## config.mk

```make
export PLATFORM = sky130hd
export DESIGN_NAME = hazard_stall_unit
export DESIGN_NICKNAME = d
export VERILOG_FILES = /design/src/rtl/cpu_hazard_pkg.sv /design/src/rtl/hazard_perf_cnt.sv /design/src/rtl/hazard_stall_unit.sv
export SDC_FILE = /design/constraint.sdc
export NUM_CORES = 1
export LEC_CHECK = 0
export CORE_UTILIZATION = 37
export CTS_CLUSTER_DIAMETER = 30
export DETAILED_ROUTE_END_ITERATION = 6
export GPL_TIMING_DRIVEN = 0
export PLACE_DENSITY = 0.77
export SLEW_MARGIN = 20
export SYNTH_ARGS = -nofsm -noshare
export SYNTH_HDL_FRONTEND = slang
export SYNTH_HIERARCHICAL = 1
export SYNTH_SLANG_ARGS = --single-unit
export TNS_END_PERCENT = 1
```

## constraint.sdc

```tcl
create_clock -name clk -period 1.4 [get_ports clk]
set_input_delay 0.14 -clock clk [delete_from_list [all_inputs] [get_ports clk]]
set_output_delay 0.14 -clock clk [all_outputs]
set_load 0.02 [all_outputs]
```

## src/rtl/cpu_hazard_pkg.sv

```systemverilog
// cpu_hazard_pkg: shared constants for the pipeline hazard controller.
// Holds the FSM state encodings, state/register widths and the load-use test.
package cpu_hazard_pkg;

    localparam int STATE_W = 2;
    localparam int REG_W   = 5;

    localparam logic [STATE_W-1:0] RUN   = 2'd0;
    localparam logic [STATE_W-1:0] WAIT  = 2'd1;
    localparam logic [STATE_W-1:0] ABORT = 2'd2;

    typedef enum logic [STATE_W-1:0] {
        ST_RUN   = RUN,
        ST_WAIT  = WAIT,
        ST_ABORT = ABORT
    } state_e;

    // True when the EX load writes a register the ID instruction reads.
    function automatic logic load_use(
        input logic             mem_read,
        input logic [REG_W-1:0] rd,
        input logic [REG_W-1:0] rs1,
        input logic [REG_W-1:0] rs2,
        input logic             use1,
        input logic             use2
    );
        return mem_read && (rd != '0) &&
               ((use1 && (rs1 == rd)) || (use2 && (rs2 == rd)));
    endfunction

endpackage

```

## src/rtl/hazard_perf_cnt.sv

```systemverilog
// hazard_perf_cnt: wrapping stall-cycle and flush counters (HAZARD_PERF_CNT_EN).
// Ports: clk, rst, stall_i, flush_i in; stall_cycles_o, flush_cnt_o out.
`ifdef HAZARD_PERF_CNT_EN
module hazard_perf_cnt #(
    parameter int CNT_W = 32
) (
    input  logic             clk,
    input  logic             rst,
    input  logic             stall_i,
    input  logic             flush_i,
    output logic [CNT_W-1:0] stall_cycles_o,
    output logic [CNT_W-1:0] flush_cnt_o
);

    logic [CNT_W-1:0] stall_q, stall_d;
    logic [CNT_W-1:0] flush_q, flush_d;

    always_comb begin
        stall_d = stall_q + {{(CNT_W-1){1'b0}}, stall_i};
        flush_d = flush_q + {{(CNT_W-1){1'b0}}, flush_i};
    end

    // Reset clears both counts, so reset-cycle flushes are never counted.
    always_ff @(posedge clk) begin
        if (rst) begin
            stall_q <= '0;
            flush_q <= '0;
        end else begin
            stall_q <= stall_d;
            flush_q <= flush_d;
        end
    end

    assign stall_cycles_o = stall_q;
    assign flush_cnt_o    = flush_q;

endmodule
`else
`endif

```

## src/rtl/hazard_stall_unit.sv

```systemverilog
// hazard_stall_unit: load-use stall, branch squash and data-memory freeze control.
// Ports: ID/EX register fields, EX load/branch, MEM req/ack in; stall_if,
// bubble_ex, flush_id, freeze, mem_err, state_dbg out. HAZARD_PERF_CNT_EN adds
// stall_cycles_o and flush_cnt_o.
module hazard_stall_unit
    import cpu_hazard_pkg::*;
#(
    parameter int MEM_TIMEOUT = 16,
    parameter int CNT_W       = 32
) (
    input  logic             clk,
    input  logic             rst,
    input  logic [4:0]       rs1_id,
    input  logic [4:0]       rs2_id,
    input  logic             uses_rs1_id,
    input  logic             uses_rs2_id,
    input  logic [4:0]       rd_ex,
    input  logic             mem_read_ex,
    input  logic             branch_taken_ex,
    input  logic             dmem_req_mem,
    input  logic             dmem_ack_mem,
    output logic             stall_if,
    output logic             bubble_ex,
    output logic             flush_id,
    output logic             freeze,
    output logic             mem_err,
    output logic [1:0]       state_dbg
`ifdef HAZARD_PERF_CNT_EN
    ,
    output logic [CNT_W-1:0] stall_cycles_o,
    output logic [CNT_W-1:0] flush_cnt_o
`endif
);

    localparam int WC_W = $clog2(MEM_TIMEOUT + 1);
    localparam logic [WC_W-1:0] WC_MAX  = WC_W'(MEM_TIMEOUT);
    localparam logic [WC_W-1:0] WC_LAST = WC_W'(MEM_TIMEOUT - 1);

    state_e          state_q, state_d;
    logic [WC_W-1:0] wait_cnt_q, wait_cnt_d;
    logic            mem_err_q, mem_err_d;
    logic            frz;
    logic            lu;

    assign lu = load_use(mem_read_ex, rd_ex, rs1_id, rs2_id,
                         uses_rs1_id, uses_rs2_id);

    always_comb begin
        state_d    = state_q;
        wait_cnt_d = wait_cnt_q;
        mem_err_d  = mem_err_q;
        frz        = 1'b0;
        unique case (state_q)
            ST_RUN: begin
                if (dmem_req_mem && !dmem_ack_mem) begin
                    frz        = 1'b1;
                    state_d    = ST_WAIT;
                    wait_cnt_d = '0;
                end
            end
            ST_WAIT: begin
                if (dmem_ack_mem) begin
                    state_d = ST_RUN;
                end else begin
                    frz = 1'b1;
                    if (wait_cnt_q != WC_MAX) begin
                        wait_cnt_d = wait_cnt_q + 1'b1;
                    end
                    // This cycle's increment brings the count to the limit.
                    if (wait_cnt_q == WC_LAST) begin
                        state_d   = ST_ABORT;
                        mem_err_d = 1'b1;
                    end
                end
            end
            ST_ABORT: begin
                state_d = ST_RUN;
            end
            default: begin
                state_d = ST_RUN;
            end
        endcase
    end

    // Freeze outranks branch: the whole pipe holds, so no bubble is loaded.
    always_comb begin
        stall_if  = 1'b0;
        bubble_ex = 1'b0;
        flush_id  = 1'b0;
        freeze    = 1'b0;
        if (rst) begin
            bubble_ex = 1'b1;
            flush_id  = 1'b1;
        end else if (frz) begin
            freeze   = 1'b1;
            stall_if = 1'b1;
        end else if (branch_taken_ex) begin
            flush_id  = 1'b1;
            bubble_ex = 1'b1;
        end else if (lu) begin
            stall_if  = 1'b1;
            bubble_ex = 1'b1;
        end
    end

    always_ff @(posedge clk) begin
        if (rst) begin
            state_q    <= ST_RUN;
            wait_cnt_q <= '0;
            mem_err_q  <= 1'b0;
        end else begin
            state_q    <= state_d;
            wait_cnt_q <= wait_cnt_d;
            mem_err_q  <= mem_err_d;
        end
    end

    assign mem_err   = mem_err_q;
    assign state_dbg = state_q;

`ifdef HAZARD_PERF_CNT_EN
    hazard_perf_cnt #(
        .CNT_W (CNT_W)
    ) u_perf (
        .clk            (clk),
        .rst            (rst),
        .stall_i        (stall_if),
        .flush_i        (flush_id),
        .stall_cycles_o (stall_cycles_o),
        .flush_cnt_o    (flush_cnt_o)
    );
`else
    // Counters are not built in this configuration.
`endif

endmodule

```

**After elaboration in Yosys (flattened, before gate mapping)**

Index checks and enable logic that the tools add are counted.

- Register bits after elaboration: 8
- Latch bits: 0
- RAM bits: 0
- ROM bits: 0
- Input port bits: 23
- Output and inout bits: 7
- Word-level logic and storage cells: 50
- Memories kept: 0

- Add/subtract/negate cells: 1
- $mul: 0
- Divide/modulo/power cells: 0
- Magnitude comparators: 0
- Equality and inequality tests: 9
- Shift operators: 0
- Multiplexer cells: 23
- Bitwise logic cells: 1
- Reduce and logical (&&, ||, !) cells: 13

Operators with widths:

| kind | number |
|---|---|
| 5-bit 2-to-1 mux | 3 |
| 1-bit 2-to-1 mux | 14 |
| 5-bit equality test | 2 |
| 5-bit case mux with 2 select lines | 1 |
| 2-bit 2-to-1 mux | 3 |
| 2-bit inequality test (second input constant) | 3 |
| 5-bit by 1-bit adder with 5-bit output (second input constant) | 1 |
| 5-bit by 4-bit equality test with 1-bit output (second input constant) | 1 |
| 1-bit logical AND | 5 |
| 5-bit inequality test (second input constant) | 1 |
| 5-bit nonzero test | 1 |
| 2-bit case mux with 2 select lines | 1 |
| 4-bit AND reduction | 1 |
| 3-bit inequality test (second input constant) | 1 |
| 3-bit AND reduction | 1 |
| 2-bit by 1-bit equality test with 1-bit output (second input constant) | 1 |
| 2-bit logical NOT | 1 |
| 1-bit case mux with 2 select lines | 1 |
| 2-bit AND reduction | 1 |
| 2-bit nonzero test | 1 |
| 1-bit logical NOT | 1 |
| 1-bit logical OR | 1 |
| 1-bit inverter | 1 |

**Logic depth before layout (Yosys ltp)**

- Depth in word-level cells: 8
- Depth in mapped cells: 6
- Depth with buffers taken out: 6

**Worst setup path before layout**

OpenSTA, ideal clock, no wires.

- Path kind: flip-flop to output port
- Start: register state_q[0] (netlist: state_dbg[0])
- End: output stall_if
- Arrival time: 1596 ps
- Path slack: -336 ps
- Cell stages (with the launch flop): 5
- Buffers on the path: 0
- Cells stage by stage: dfxtp_1 -> o21ai_2 -> a21oi_1 -> inv_1 -> o31ai_1

- Longest elaborated chain between the ends: 4
- Elaborated cells between the ends (all ways): 5

RTL lines:

| element | RTL line | source |
|---|---|---|
| from (decl) | hazard_stall_unit.sv:39 | `state_e state_q, state_d;` |
| from (signal assigned) | hazard_stall_unit.sv:112 | `state_q <= state_d;` |
| 2-bit by 1-bit equality test with 1-bit output / 2-bit logical NOT (equally long branches) | hazard_stall_unit.sv:53 | `unique case (state_q)` |
| 1-bit case mux with 2 select lines * | hazard_stall_unit.sv:53 |  |
| 1-bit 2-to-1 mux * | hazard_stall_unit.sv:94 | `end else if (frz) begin` |
| 1-bit 2-to-1 mux * | hazard_stall_unit.sv:91 | `if (rst) begin` |
| to (decl) | hazard_stall_unit.sv:22 | `output logic stall_if,` |

Mark *: on every way between the ends. The rest lies on a longest branch, timed or not.

**Worst setup path after layout**

- Start: register state_q[1] (netlist: state_dbg[1])
- End: output flush_id

- Longest elaborated chain between the ends: 4
- Elaborated cells between the ends (all ways): 5

RTL lines:

| element | RTL line | source |
|---|---|---|
| 2-bit by 1-bit equality test with 1-bit output / 2-bit logical NOT (equally long branches) | hazard_stall_unit.sv:53 |  |
| 1-bit case mux with 2 select lines * | hazard_stall_unit.sv:53 |  |
| 1-bit 2-to-1 mux * | hazard_stall_unit.sv:94 |  |
| 1-bit 2-to-1 mux * | hazard_stall_unit.sv:91 |  |
| to (decl) | hazard_stall_unit.sv:24 | `output logic flush_id,` |

Marked as above.

==> results_dict.tcl <==
set metrics [dict create \
    ys_ff_latch 8 \
    antenna_found_initial 0 \
    start_kind "register" \
    wl_per_cell_microns 13.02 \
    area_growth_pct 79.19 \
    instances_no_fill 122 \
    ys_seq_area_share_pct 28.64 \
    status "complete, but fails checks" \
    die_h_microns 40.88 \
    final-setup-viol-count 5 \
    max_freq_ghz 0.6532 \
    place.gp.congestion 0.7739 \
    hold_buffers 0 \
    die_area_sq_mm 0.001671 \
    syn_area_per_cell_sq_um 8.106 \
    fin_crit_ns 1.531 \
    end_kind "output pin" \
    worstPathCellList "nor2_4, o21ai_4, a21oi_2, inv_2, dlygate4sd2_1" \
    cp.required_ns 1.26 \
    drive_gt1_share_pct 35.51 \
    grt_use_total_pct 22.42 \
    netlist_instances 69 \
    cts-buffers-inserted 3 \
    pwr-share-seq_pct 38.9 \
    switching_share_pct 29.91 \
    grt_max_degree 8 \
    core-area_sq_mm 0.001350 \
    fin_util_pct 74.24 \
    tritoncts "built" \
    worst_hold_path_type "register to register" \
    ys_types 24 \
    via_count 647 \
    tns_ns -0.3935 \
    irDropWorstVdd_uv 413.4 \
    p_per_area_mw_per_mm2 611.9 \
    clock_latency_ns 0.25 \
    diodes 0 \
    drt_pass1_iterations 4 \
    initial_core_util_pct 41.43 \
    critPathTopFamily "buffers and inverters" \
    worstSetupPathType "register to output pin" \
    p_leak_nw 0.4070 \
    path_buf_inv 2 \
    synth_fp_nets 95 \
    rsz0062_at_grt "true" \
    nets 135 \
    multi_input_area_sq_um 461.7 \
    worst_slew_pin_slew_ns 0.3407 \
    wl_microns 1589 \
    switchingPower_uw 183.4 \
    clk_pin_slew_ns 0.05 \
    grt_pass1_vias 639 \
    syn-cell-area_sq_um 559.3 \
    port-buffer-count 29 \
    dpl.hpwl_microns 1158 \
    max-slew-margin-rel_pct 77.28 \
    yosysWarnings 6 \
    dp.cells 113 \
    hold_viol_final 0 \
    htree_levels 1 \
    crit_fanout 3 \
    cts_buffer_depth 2 \
    maxSlewViolCount 0 \
    die-width_microns 40.88 \
    power_frac_comb_pct 32.1 \
    ios 30 \
    intPower_uw 429.8 \
    skew_ns 0.001660 \
    p_clk_share_pct 29.0 \
    drc_errors 0 \
    place_ws_ns -1.042 \
    period_share_pct 109.4 \
    crit_arrival_ns 1.39 \
    detail_route.iter0.violations 5 \
    violations "setup timing" \
    setup_ws_ns -0.1310 \
    final_common_cell "dlygate4sd2_1" \
    max_cap_violations 0 \
    num_rows 13 \
    ant_nets 0 \
    cpMaxStageDelayCell "dfxtp_4" \
    critical-path-max-stage-delay_ns 0.35 \
    ctsRootBufferMaster "clkbuf_4" \
    gr-total-overflow 0 \
    fillCellCount 117 \
    layout_common_cells "9 x dlygate4sd2_1, 8 x xor2_1, 8 x clkdlybuf4s50_1, 7 x inv_1" \
    worst_hold_slack_ns 0.4443 \
    grt_pass1_wl_microns 2394 \
    regArea_sq_um 170.2 \
    vias_per_cell 5.303 \
    clock-sinks 8 \
]
==> cells in the mapped netlist <==
cell	count	area share (%)
and3_1	1	1.1
a31o_2	1	1.6
xnor2_1	3	4.7
dfxtp_1	8	29
and2_0	1	1.1
xor2_1	8	13
or3_1	1	1.1
nor2_1	5	3.4
o21ai_2	1	1.6
a32oi_1	1	1.6
nand2_1	1	0.67
or4_1	2	2.7
o21ai_0	4	3.6
inv_1	8	5.4
a21oi_1	5	4.5
a211oi_1	2	2.7
nor4_1	3	3.4
nor2_4	1	2.0
ha_1	3	6.7
nand3_1	4	3.6
nor3_2	1	1.8
nor3_1	1	0.89
nand2b_1	2	2.2
o31ai_1	2	2.7
==> registers in the layout (all words and copies together), names as in the netlist <==
name / cells
state_dbg: 2
mem_err: 1
wait_cnt_q: 5
==> worst paths after layout <==
kind	from	endpoint	slack (ns)	depth (start not counted)
max reg2reg	state_dbg[1]	wait_cnt_q[2]	-0.01	5
max	state_dbg[1]	flush_id	-0.13	5
min reg2reg	mem_err	mem_err	0.44	2
min	mem_err	mem_err	0.44	2
==> metrics by stage <==
step | instance area (sq um) | power [mW]
2_1_floorplan | 579.3 | 0.3186
3_3_place_gp | 888.4 | 0.4173
3_5_place_dp | 888.4 | 0.4207
4_1_cts | 962.2 | 0.6025
5_1_grt | 1002 | 0.6505
6_report | 1002 | 0.6133
==> cell families after synthesis <==
family                     share of synthesized area [%]
AOI/OAI and AO/OA                                  18.12
adders and majority gates                          6.712
buffers and inverters                              5.369
and+or+nand+nor                                    23.94
DFF                                                28.63
xor gates and xnor gates                           17.23
==> worst min-delay path, stage by stage, from the launching register on <==
cell,delay (ns)
dfxtp_1,0.31
inv_1,0.04
a21oi_1,0.05
==> power by group through the flow <==
stage	Clock [mW]	Sequential [mW]	Combinational (mW)
after global placement	0	0.245	0.173
after floorplan	0	0.245	0.0732
after global routing	0.200	0.239	0.212
final	0.178	0.239	0.197
after detailed placement	0	0.245	0.176
after CTS	0.178	0.238	0.186
==> final cells by class <==
type	instances	area share [%]
clock buffers	3	2.247
inverters	8	2.996
multi-input cells	53	46.07
flip-flops and latches	8	16.98
well taps	15	1.873
repair buffers	35	29.84
==> routing by layer <==
layer	wire [microns]	vias up	track usage, %	part of all wire [%]
met4	12	0	12.50	0.76
met2	855	26	41.80	54
met1	651	299	22.40	41
met5	0	-	0	0
met3	68	2	4.891	4.3
li1	-	320	-	-
==> what timing repair did <==
action | 4_1_cts | 5_1_grt
setup buffers | 4 | 2
resized for setup | 70 | 6
pin swaps | 13 | 5
endpoints found under the setup margin | 6 | 9
Note: power is estimated with default switching activity, not from simulation.
